### config.mk
export PLATFORM = sky130hd
export DESIGN_NAME = sregister_decoder_flat
export DESIGN_NICKNAME = d
export VERILOG_FILES = /design/src/rtl/sregister_decoder_pkg.sv /design/src/rtl/sregister_decoder_if.sv /design/src/rtl/sregister_decoder_onehot_dec.sv /design/src/rtl/sregister_decoder.sv /design/src/flat_wrapper.sv
export SDC_FILE = /design/constraint.sdc
export NUM_CORES = 1
export LEC_CHECK = 0
export CAP_MARGIN = 40
export CELL_PAD_IN_SITES_DETAIL_PLACEMENT = 0
export CELL_PAD_IN_SITES_GLOBAL_PLACEMENT = 2
export CORE_AREA = 2 2 39 41
export CTS_BUF_LIST = sky130_fd_sc_hd__clkbuf_8
export DETAILED_ROUTE_END_ITERATION = 10
export DIE_AREA = 0 0 41 43
export PLACE_DENSITY_LB_ADDON = 0.25
export SYNTH_ARGS = -nofsm -noshare
export SYNTH_HDL_FRONTEND = slang
export SYNTH_SLANG_ARGS = --single-unit
### constraint.sdc
create_clock -name clk -period 1.59 [get_ports clk]
set_input_delay 0.2385 -clock clk [delete_from_list [all_inputs] [get_ports clk]]
set_output_delay 0.2385 -clock clk [all_outputs]
set_load 0.05 [all_outputs]
### src/rtl/sregister_decoder_pkg.sv
// Shared types and sizing for the special-register write-select decoder.
package sreg_pkg;

  localparam int unsigned NUM_SREG = 8;
  localparam int unsigned SEL_W    = 4;

  typedef logic [SEL_W-1:0]    sreg_sel_t;
  typedef logic [NUM_SREG-1:0] sreg_onehot_t;

endpackage : sreg_pkg

### src/rtl/sregister_decoder_if.sv
// Request/strobe bundle between the datapath control and the special-register decoder.
interface sregister_decoder_if;
  import sreg_pkg::*;

  logic         wr_en;
  sreg_sel_t    sel;
  sreg_onehot_t sreg_wr_ctrl_signals;
  logic         sel_invalid;

  // Requester side: drives the index and write request, observes strobes.
  modport master (
    output wr_en,
    output sel,
    input  sreg_wr_ctrl_signals,
    input  sel_invalid
  );

  // Decoder side: consumes the request, produces registered strobes.
  modport slave (
    input  wr_en,
    input  sel,
    output sreg_wr_ctrl_signals,
    output sel_invalid
  );

endinterface : sregister_decoder_if

### src/rtl/sregister_decoder_onehot_dec.sv
// Combinational index-to-one-hot decoder with out-of-range detection.
module sreg_onehot_dec
  import sreg_pkg::*;
(
  input  sreg_sel_t    sel_i,
  output sreg_onehot_t onehot_o,
  output logic         invalid_o
);

  // Compare against the full index width so out-of-range values never alias
  // onto a low register number.
  always_comb begin
    onehot_o = '0;
    for (int unsigned i = 0; i < NUM_SREG; i++) begin
      onehot_o[i] = (sel_i == sreg_sel_t'(i));
    end
    invalid_o = (sel_i >= sreg_sel_t'(NUM_SREG));
  end

endmodule : sreg_onehot_dec

### src/rtl/sregister_decoder.sv
// Registered special-register write-strobe generator: one-hot decode, wr_en gating,
// single output register stage with synchronous active-low reset.
module sregister_decoder
  import sreg_pkg::*;
(
  input  logic                clk,
  input  logic                rst_n,
  sregister_decoder_if.slave  bus
);

  sreg_onehot_t dec_onehot;
  logic         dec_invalid;

  sreg_onehot_t strobe_d, strobe_q;
  logic         invalid_d, invalid_q;

  sreg_onehot_dec u_dec (
    .sel_i     (bus.sel),
    .onehot_o  (dec_onehot),
    .invalid_o (dec_invalid)
  );

  // Gate by wr_en; the idle branch uses constants so an unknown sel cannot leak through.
  always_comb begin
    strobe_d  = '0;
    invalid_d = 1'b0;
    if (bus.wr_en == 1'b1) begin
      strobe_d  = dec_onehot;
      invalid_d = dec_invalid;
    end
  end

  // Output register; reset wins over any pending request.
  always_ff @(posedge clk) begin
    if (!rst_n) begin
      strobe_q  <= '0;
      invalid_q <= 1'b0;
    end else begin
      strobe_q  <= strobe_d;
      invalid_q <= invalid_d;
    end
  end

  assign bus.sreg_wr_ctrl_signals = strobe_q;
  assign bus.sel_invalid          = invalid_q;

endmodule : sregister_decoder

### src/flat_wrapper.sv
// flat-port wrapper written by rule: the top's interface ports become plain ports
module sregister_decoder_flat import sreg_pkg::*;
  (clk, rst_n, bus_wr_en, bus_sel, bus_sreg_wr_ctrl_signals, bus_sel_invalid);
  sregister_decoder_if bus_i ();
  input  logic clk;
  input  logic rst_n;
  input wire logic [$bits(bus_i.wr_en)-1:0] bus_wr_en;
  input wire logic [$bits(bus_i.sel)-1:0] bus_sel;
  output wire logic [$bits(bus_i.sreg_wr_ctrl_signals)-1:0] bus_sreg_wr_ctrl_signals;
  output wire logic [$bits(bus_i.sel_invalid)-1:0] bus_sel_invalid;
  assign bus_i.wr_en = bus_wr_en;
  assign bus_i.sel = bus_sel;
  assign bus_sreg_wr_ctrl_signals = bus_i.sreg_wr_ctrl_signals;
  assign bus_sel_invalid = bus_i.sel_invalid;
  sregister_decoder u_core (.clk(clk), .rst_n(rst_n), .bus(bus_i));
endmodule
==> results.sh, run 1 <==
export IMPL_status="finished clean"
export IMPL_clock_sinks=9
export IMPL_fp_row_count=14
export IMPL_io_pins=16
export IMPL_drt_first_pass_iters=3
export IMPL_setup_viol=0
export IMPL_grt_pass1_wl_um=855
export IMPL_p_leak_nw=0.196
export IMPL_finalNonFillerCells=59
export IMPL_synth_largest_area_cell="sky130_fd_sc_hd__dfxtp_1"
export IMPL_slew_headroom=0.881
export IMPL_grt_total_usage=0.0826
export IMPL_detailedRoute_firstIterationViolations=1
export IMPL_numPortBuffers=15
export IMPL_ys_types=9
export IMPL_min_path_type="input port to flip-flop"
export IMPL_number_of_synthesis_warnings=0
export IMPL_slew_viol_final=0
export IMPL_cp_top_family="simple AND/OR/NAND/NOR gates"
export IMPL_drv_max_cap_violation_count=0
export IMPL_cts_resized=0
export IMPL_drt_wl_total_um=522
export IMPL_die_width_um=41
export IMPL_clock_tree_root_cell="sky130_fd_sc_hd__clkbuf_8"
export IMPL_internal_mw=0.418
export IMPL_swShare=0.195
export IMPL_clock_share_of_power=0.470
export IMPL_yosys_register_bits=9
export IMPL_cts_post_setup_buffers_inserted=0
export IMPL_share_seq_of_total_power=0.444
export IMPL_final_net_count=51
export IMPL_power_density_nw_per_um2=1130
export IMPL_via_count_of_the_first_global_routing_pass=234
export IMPL_die_area_sq_um=1760
export IMPL_hpwl_after_detailed_placement_um=456
export IMPL_gp_routability_congestion=0.769
export IMPL_final_total_negative_setup_slack_ns=0
export IMPL_p_switching_mw=0.101
export IMPL_worst_pin_slew_ns=0.178
export IMPL_viasPerCell=3.85
export IMPL_grt_start_max_net_pins=6
export IMPL_htree_levels=1
export IMPL_synth_seq_area_share=0.676
export IMPL_detail_route_antenna_nets=0
export IMPL_globalRouteOverflowTotal=0
export IMPL_dpl_instance_area_sq_um=414
export IMPL_critical_path_max_stage_delay_ns=0.48
export IMPL_p_comb_frac=0.086
export IMPL_critical_path_slowest_cell="sky130_fd_sc_hd__clkdlybuf4s50_1"
export IMPL_critPathMaxFanout=4
export IMPL_routed_wire_length_per_instance_um=8.85
export IMPL_ir_drop_mv=0.331
export IMPL_worst_setup_path_end_kind="flip-flop"
export IMPL_crit_path_class="input port to flip-flop"
export IMPL_clock_tree_from_tritoncts="yes"
export IMPL_post_synth_instance_area_sq_um=267
export IMPL_cts_buffer_depth=2
export IMPL_core_area_sq_um=1380
export IMPL_syn_area_per_cell_sq_um=11.1
export IMPL_multiInputGateArea_sq_um=86.3
export IMPL_routed_via_count=227
export IMPL_antenna_diode_count=0
export IMPL_rsz0062_at_grt="no"
export IMPL_finalWorstPathRequiredPeriod_ns=1.16
export IMPL_synth_largest_type_area_fraction=0.676
export IMPL_tritoncts_buffers=3
export IMPL_worstPathCellList="clkdlybuf4s50_1 -> or3b_1 -> nor3_2"
export IMPL_worstPathRequired_ns=1.74
export IMPL_fmaxAchievable_ghz=0.865
export IMPL_arrival_ns=1.31
export IMPL_dieHeight_um=43
export IMPL_path_clk_slew_ns=0.04
export IMPL_layout_worst_path_cycle_share=0.727
export IMPL_path_buf_inv=1
export IMPL_hold_viol_final=0
export IMPL_synth_area_top_cells="sky130_fd_sc_hd__dfxtp_1, sky130_fd_sc_hd__nor2_1, sky130_fd_sc_hd__or3b_1"
export IMPL_area_growth_syn_to_layout_pct=72.3
export IMPL_placedCellCount=55
export IMPL_fillCellCount=152
export IMPL_worst_setup_path_start_kind="input port"
export IMPL_layout_drive_gt1_share=0.326
export IMPL_grt_antenna_before_repair=0
export IMPL_syn_nets=31
export IMPL_floorplan_initialDensity=0.193
export IMPL_layout_common_cells="sky130_fd_sc_hd__buf_4, sky130_fd_sc_hd__dfxtp_1, sky130_fd_sc_hd__nor2_1, sky130_fd_sc_hd__clkdlybuf4s50_1, sky130_fd_sc_hd__clkbuf_8"
export IMPL_layout_area_seq_sq_um=180
export IMPL_cts_hold_fix_buffers=0
export IMPL_finalInstanceArea_sq_um=459
export IMPL_netlist_instances=24
export IMPL_drc_errors=0
-- stage by stage --
| stage | power, mW | hold slack (ns) | setup WS [ns] | utilization |
|---|---|---|---|---|
| 5_1_grt | 0.543 | 0.681 | 0.418 | 0.332 |
| 3_3_place_gp | 0.279 | 0.689 | 0.226 | 0.299 |
| 3_5_place_dp | 0.279 | 0.690 | 0.214 | 0.299 |
| 2_1_floorplan | 0.254 | 0.308 | 0.711 | - |
| 4_1_cts | 0.528 | 0.670 | 0.433 | 0.332 |
| 6_report | 0.519 | 0.672 | 0.434 | 0.332 |
-- final cells by class --
| cell class | count | share of cell area |
|---|---|---|
| Sequential cell | 9 | 0.392 |
| Timing Repair Buffer | 15 | 0.278 |
| Multi-Input combinational cell | 15 | 0.188 |
| Clock buffer | 3 | 0.0899 |
| Tap cell | 16 | 0.0436 |
| Clock inverter | 1 | 0.00817 |
-- flip-flops by register name, summed over array words and instances, names as in the netlist --
register / flops
u_core.bus.sreg_wr_ctrl_signals: 8
u_core.bus.sel_invalid: 1
-- power by group through the flow --
stage	Combinational (mW)	Sequential, mW	Clock (mW)
5_1_grt	0.0484	0.230	0.265
6_report	0.0446	0.230	0.244
3_5_place_dp	0.0451	0.234	0
4_1_cts	0.0452	0.230	0.252
2_1_floorplan	0.00886	0.245	0
3_3_place_gp	0.0448	0.234	0
-- cells by family after synthesis --
group            Yosys count  share of synthesized area
DFF                        9                      0.676
and+or+nand+nor           15                      0.324
-- path summary, 6_finish.rpt --
path	from	cells past startpoint	slack (ns)	end
worst min-delay path	bus_sel[3]	2	0.67	u_core.bus.sel_invalid
worst max-delay path	rst_n	3	0.43	u_core.bus.sreg_wr_ctrl_signals[4]
-- Yosys cell counts --
library cell,number
sky130_fd_sc_hd__nand2_1,1
sky130_fd_sc_hd__nor2_1,6
sky130_fd_sc_hd__nand3_1,1
sky130_fd_sc_hd__nor3_2,1
sky130_fd_sc_hd__nand3b_1,2
sky130_fd_sc_hd__nor3_1,1
sky130_fd_sc_hd__dfxtp_1,9
sky130_fd_sc_hd__and3_2,1
sky130_fd_sc_hd__or3b_1,2
-- layer usage --
layer,routed length (um),vias to the layer above,global-route usage
li1,-,118,-
met1,192,99,0.0682
met2,290,10,0.116
met3,39,0,0.0471
met4,0,0,0.100
met5,0,-,0
Power figures use the tool's default switching activity.
==> run 2, diff against run 1 <==
CORE_AREA = not set   (was 2 2 39 41)
CORE_MARGIN = 2   (was not set)
CORE_UTILIZATION = 18   (was not set)
DIE_AREA = not set   (was 0 0 41 43)
clock period = 1 ns   (was 1.59 ns; I/O delays follow)
==> run 2 against run 1 <==
- flip-flop and latch count unchanged
- total power rose by 65%
- count of clock-buffer cells in the layout unchanged
- cell count rose by 5.1%
- hold slack worse by 0.32 ns
- clock power up 61%
- worst setup slack worse by 0.38 ns
- critical endpoint is now u_core.bus.sreg_wr_ctrl_signals[1]
- largest cell class is now non-clock buffers
==> results.sh, run 2 (synthesis results as in run 1) <==
export IMPL_status="finished clean"
export IMPL_htree_levels=1
export IMPL_area_growth_syn_to_layout_pct=126
export IMPL_grt_antenna_before_repair=0
export IMPL_finalWorstPathRequiredPeriod_ns=0.942
export IMPL_fp_row_count=13
export IMPL_largest_reg_flops=8
export IMPL_worst_pin_slew_ns=0.173
export IMPL_cts_post_setup_buffers_inserted=0
export IMPL_drv_max_cap_violation_count=0
export IMPL_clock_share_of_power=0.459
export IMPL_cts_hold_fix_buffers=0
export IMPL_crit_path_class="input port to flip-flop"
export IMPL_p_comb_frac=0.110
export IMPL_setup_ws_ns=0.0582
export IMPL_swShare=0.199
export IMPL_io_pins=16
export IMPL_share_seq_of_total_power=0.431
export IMPL_gp_routability_congestion=0.764
export IMPL_p_switching_mw=0.170
export IMPL_path_clk_slew_ns=0.04
export IMPL_detailedPlace_worstSlack_ns=-0.279
export IMPL_min_path_type="input port to flip-flop"
export IMPL_fin_worst_hold_slack_ns=0.349
export IMPL_slew_viol_final=0
export IMPL_floorplan_initialDensity=0.197
export IMPL_grt_start_max_net_pins=6
export IMPL_final_net_count=55
export IMPL_rsz0062_at_grt="no"
export IMPL_numPortBuffers=15
export IMPL_setup_viol=0
export IMPL_hold_viol_final=0
export IMPL_worstPathRequired_ns=1.16
export IMPL_critPathMaxFanout=2
export IMPL_core_area_sq_um=1350
export IMPL_fmaxAchievable_ghz=1.06
export IMPL_antenna_diode_count=0
export IMPL_grt_total_usage=0.0742
export IMPL_drt_first_pass_iters=1
export IMPL_path_buf_inv=1
export IMPL_worst_setup_path_end_kind="flip-flop"
export IMPL_dieHeight_um=42.5
export IMPL_layout_drive_gt1_share=0.426
export IMPL_detailedRoute_firstIterationViolations=0
export IMPL_drc_errors=0
export IMPL_worstPathCellList="clkdlybuf4s50_1 -> or3b_4 -> nor2_1"
export IMPL_worst_setup_path_start_kind="input port"
export IMPL_grt_pass1_wl_um=917
export IMPL_globalRouteOverflowTotal=0
export IMPL_slew_headroom=0.884
export IMPL_detail_route_antenna_nets=0
export IMPL_cp_top_family="simple AND/OR/NAND/NOR gates"
export IMPL_power_density_nw_per_um2=1420
export IMPL_p_leak_nw=0.245
export IMPL_internal_mw=0.685
export IMPL_dpl_instance_area_sq_um=556
export IMPL_tritoncts_buffers=3
export IMPL_ir_drop_mv=0.529
export IMPL_die_width_um=42.5
export IMPL_hpwl_after_detailed_placement_um=479
export IMPL_routed_wire_length_per_instance_um=9.10
export IMPL_viasPerCell=4.10
export IMPL_clock_tree_from_tritoncts="yes"
export IMPL_clock_tree_root_cell="sky130_fd_sc_hd__clkbuf_8"
export IMPL_clock_sinks=9
export IMPL_die_area_sq_um=1800
export IMPL_drt_wl_total_um=564
export IMPL_cts_buffer_depth=2
export IMPL_final_total_negative_setup_slack_ns=0
export IMPL_whs_endpoint="u_core.bus.sel_invalid"
export IMPL_finalInstanceArea_sq_um=602
export IMPL_layout_common_cells="sky130_fd_sc_hd__buf_12, sky130_fd_sc_hd__dfxtp_1, sky130_fd_sc_hd__nor2_1, sky130_fd_sc_hd__buf_4"
export IMPL_critical_path_slowest_cell="sky130_fd_sc_hd__clkdlybuf4s50_1"
export IMPL_routed_via_count=254
export IMPL_hold_depth=2
export IMPL_via_count_of_the_first_global_routing_pass=249
export IMPL_critical_path_max_stage_delay_ns=0.47
export IMPL_layout_worst_path_cycle_share=0.942
export IMPL_holdCritStartpoint="bus_sel[3]"
export IMPL_arrival_ns=1.10
[run 2: timing repair]
| action | in CTS | in global routing |
|---|---|---|
| hold endpoints to repair | 0 | 0 |
| resized for setup | 4 | 1 |
| pin swaps | 2 | 0 |
| setup endpoints to repair | 4 | 2 |
| cloned | 0 | 0 |
[run 2: worst max path at each step]
stage	startpoint	end	slack [ns]	cells after the start
floorplan	bus_sel[3]	u_core.bus.sreg_wr_ctrl_signals[4]	0.21	2
global placement	rst_n	u_core.bus.sreg_wr_ctrl_signals[4]	-0.26	3
detailed placement	rst_n	u_core.bus.sreg_wr_ctrl_signals[4]	-0.28	3
CTS	bus_wr_en	u_core.bus.sreg_wr_ctrl_signals[1]	0.07	3
global route	bus_wr_en	u_core.bus.sreg_wr_ctrl_signals[0]	0.001	3
finish	bus_wr_en	u_core.bus.sreg_wr_ctrl_signals[1]	0.06	3
[run 2: per-layer routing]
metal	wire, um	vias up	track usage
met5	0	-	0
li1	-	127	-
met4	0	0	0.0750
met3	52	0	0.0388
met1	213	116	0.0675
met2	299	11	0.114
[run 2: final cells by class]
cell class	instances	area (sq um)
Clock buffer	3	41.3
Clock inverter	1	3.75
Fill cell	131	748
Multi-Input combinational cell	15	91.3
Sequential cell	9	180
Tap cell	15	18.8
Timing Repair Buffer	19	267
[run 2: power by group through the flow]
stage               logic [mW]  registers [mW]  clock network [mW]
CTS                     0.0927           0.369               0.409
global route            0.0998           0.369               0.428
finish                  0.0939           0.369               0.392
global placement        0.0950           0.375                   0
detailed placement      0.0947           0.375                   0
floorplan               0.0141           0.390                   0
[run 2: through the flow]
| stage | total power [mW] | util | cells |
|---|---|---|---|
| global route | 0.897 | 0.446 | 62 |
| global placement | 0.470 | 0.411 | 58 |
| CTS | 0.871 | 0.444 | 62 |
| finish | 0.855 | 0.446 | 62 |
| detailed placement | 0.470 | 0.411 | 58 |
| floorplan | 0.404 | - | 24 |
==> run 3, diff against run 2 <==
GPL_TIMING_DRIVEN = 0   (was not set)
==> run 3 against run 2 <==
- global-route usage shrank 0.19 points
- first-iteration DRC count grew 2
- largest power group unchanged
- die area is the same
- sequential power is essentially flat
==> results.sh, run 3 (synthesis results as in run 1) <==
export IMPL_grt_start_max_net_pins=6
export IMPL_worstPathRequired_ns=1.16
export IMPL_largest_reg_flops=8
export IMPL_io_pins=16
export IMPL_detailedRoute_firstIterationViolations=2
export IMPL_drc_errors=0
export IMPL_met2_usage=0.0954
export IMPL_floorplan_initialDensity=0.197
export IMPL_slew_headroom=0.833
export IMPL_min_path_type="input port to flip-flop"
export IMPL_status="finished clean"
export IMPL_critical_path_max_stage_delay_ns=0.49
export IMPL_drt_wl_total_um=547
export IMPL_gr_usage_met3=0.0560
export IMPL_p_leak_nw=0.209
export IMPL_die_width_um=42.5
export IMPL_cts_buffer_depth=2
export IMPL_gp_routability_congestion=0.740
export IMPL_slew_viol_final=0
export IMPL_detail_route_antenna_nets=0
export IMPL_final_total_negative_setup_slack_ns=0
export IMPL_rsz0062_at_grt="no"
export IMPL_clock_sinks=9
export IMPL_layout_drive_gt1_share=0.349
export IMPL_path_buf_inv=1
export IMPL_hold_depth=2
export IMPL_met1_usage=0.0672
export IMPL_routed_via_count=236
export IMPL_grt_pass1_wl_um=862
export IMPL_arrival_ns=1.14
export IMPL_critical_path_slowest_cell="sky130_fd_sc_hd__clkdlybuf4s50_1"
export IMPL_detailedPlace_worstSlack_ns=-0.331
export IMPL_worst_setup_path_end_kind="flip-flop"
export IMPL_grt_total_usage=0.0723
export IMPL_worstPathCellList="clkdlybuf4s50_1 -> or3b_1 -> nor2_1"
export IMPL_via_count_of_the_first_global_routing_pass=225
export IMPL_cts_hold_fix_buffers=0
export IMPL_worst_pin_slew_ns=0.252
export IMPL_setup_ws_ns=0.0246
export IMPL_layout_common_cells="sky130_fd_sc_hd__buf_2, sky130_fd_sc_hd__dfxtp_1, sky130_fd_sc_hd__nor2_1, sky130_fd_sc_hd__clkbuf_8, sky130_fd_sc_hd__clkdlybuf4s50_1"
export IMPL_final_net_count=51
export IMPL_globalRouteOverflowTotal=0
export IMPL_die_area_sq_um=1800
export IMPL_cp_top_family="buffers and inverters"
export IMPL_finalPower_mw=0.832
export IMPL_viasPerCell=4.07
export IMPL_power_density_nw_per_um2=1900
export IMPL_holdCritStartpoint="bus_sel[3]"
export IMPL_clock_tree_root_cell="sky130_fd_sc_hd__clkbuf_8"
export IMPL_hold_viol_final=0
export IMPL_area_growth_syn_to_layout_pct=64.3
export IMPL_fmaxAchievable_ghz=1.03
export IMPL_fp_row_count=13
export IMPL_layout_worst_path_cycle_share=0.975
export IMPL_drt_first_pass_iters=2
export IMPL_whs_endpoint="u_core.bus.sel_invalid"
export IMPL_setup_viol=0
export IMPL_tritoncts_buffers=3
export IMPL_hpwl_after_detailed_placement_um=429
export IMPL_dieHeight_um=42.5
export IMPL_critPathMaxFanout=5
export IMPL_crit_path_class="input port to flip-flop"
export IMPL_path_clk_slew_ns=0.04
export IMPL_finalWorstPathRequiredPeriod_ns=0.975
export IMPL_cts_post_setup_buffers_inserted=0
export IMPL_ir_drop_mv=0.541
export IMPL_routed_wire_length_per_instance_um=9.43
export IMPL_worst_setup_path_start_kind="input port"
export IMPL_globalRoute_busiestLayer="met2"
export IMPL_antenna_diode_count=0
export IMPL_grt_antenna_before_repair=0
export IMPL_drv_max_cap_violation_count=0
export IMPL_htree_levels=1
export IMPL_numPortBuffers=15
export IMPL_core_area_sq_um=1350
export IMPL_clock_tree_from_tritoncts="yes"
run 3: worst max path at each step:
stage,from,end,slack (ns),depth (start not counted)
CTS,bus_sel[0],u_core.bus.sreg_wr_ctrl_signals[4],0.0003,3
finish,bus_sel[1],u_core.bus.sreg_wr_ctrl_signals[1],0.02,3
global route,bus_sel[1],u_core.bus.sreg_wr_ctrl_signals[1],0.003,3
detailed placement,rst_n,u_core.bus.sreg_wr_ctrl_signals[4],-0.33,3
floorplan,bus_sel[3],u_core.bus.sreg_wr_ctrl_signals[4],0.21,2
global placement,rst_n,u_core.bus.sreg_wr_ctrl_signals[4],-0.31,3
run 3: what timing repair did:
| action | CTS | global route |
|---|---|---|
| pin swaps | 1 | 2 |
| resized for setup | 48 | 1 |
| endpoints found under the hold margin | 0 | 0 |
| setup endpoints to repair | 14 | 1 |
run 3: per-stage QoR:
step	area, sq um	hold WS, ns	util	instances
after floorplan	267	0.220	-	24
after global placement	435	0.798	0.323	54
after detailed placement	435	0.806	0.323	54
after CTS	435	0.345	0.323	58
after global routing	438	0.237	0.324	58
final	438	0.235	0.324	58
run 3: per-layer routing:
| metal | wire, um | vias up |
|---|---|---|
| li1 | - | 117 |
| met1 | 214 | 104 |
| met2 | 251 | 13 |
| met3 | 67 | 2 |
| met4 | 14 | 0 |
| met5 | 0 | - |
run 3: area by class of cell:
cell class	count	area [sq um]
clock buffer	3	41.3
clock inverter	1	3.75
fill	151	912
multi-input combinational	15	88.8
sequential	9	180
tap	15	18.8
timing repair buffer	15	105
run 3: power breakdown:
| group | total, mW | internal [mW] | switching, mW | leakage [nW] |
|---|---|---|---|---|
| clock network | 0.399 | 0.266 | 0.133 | 0.0269 |
| logic | 0.0667 | 0.0293 | 0.0375 | 0.110 |
| registers | 0.366 | 0.365 | 0.000802 | 0.0728 |
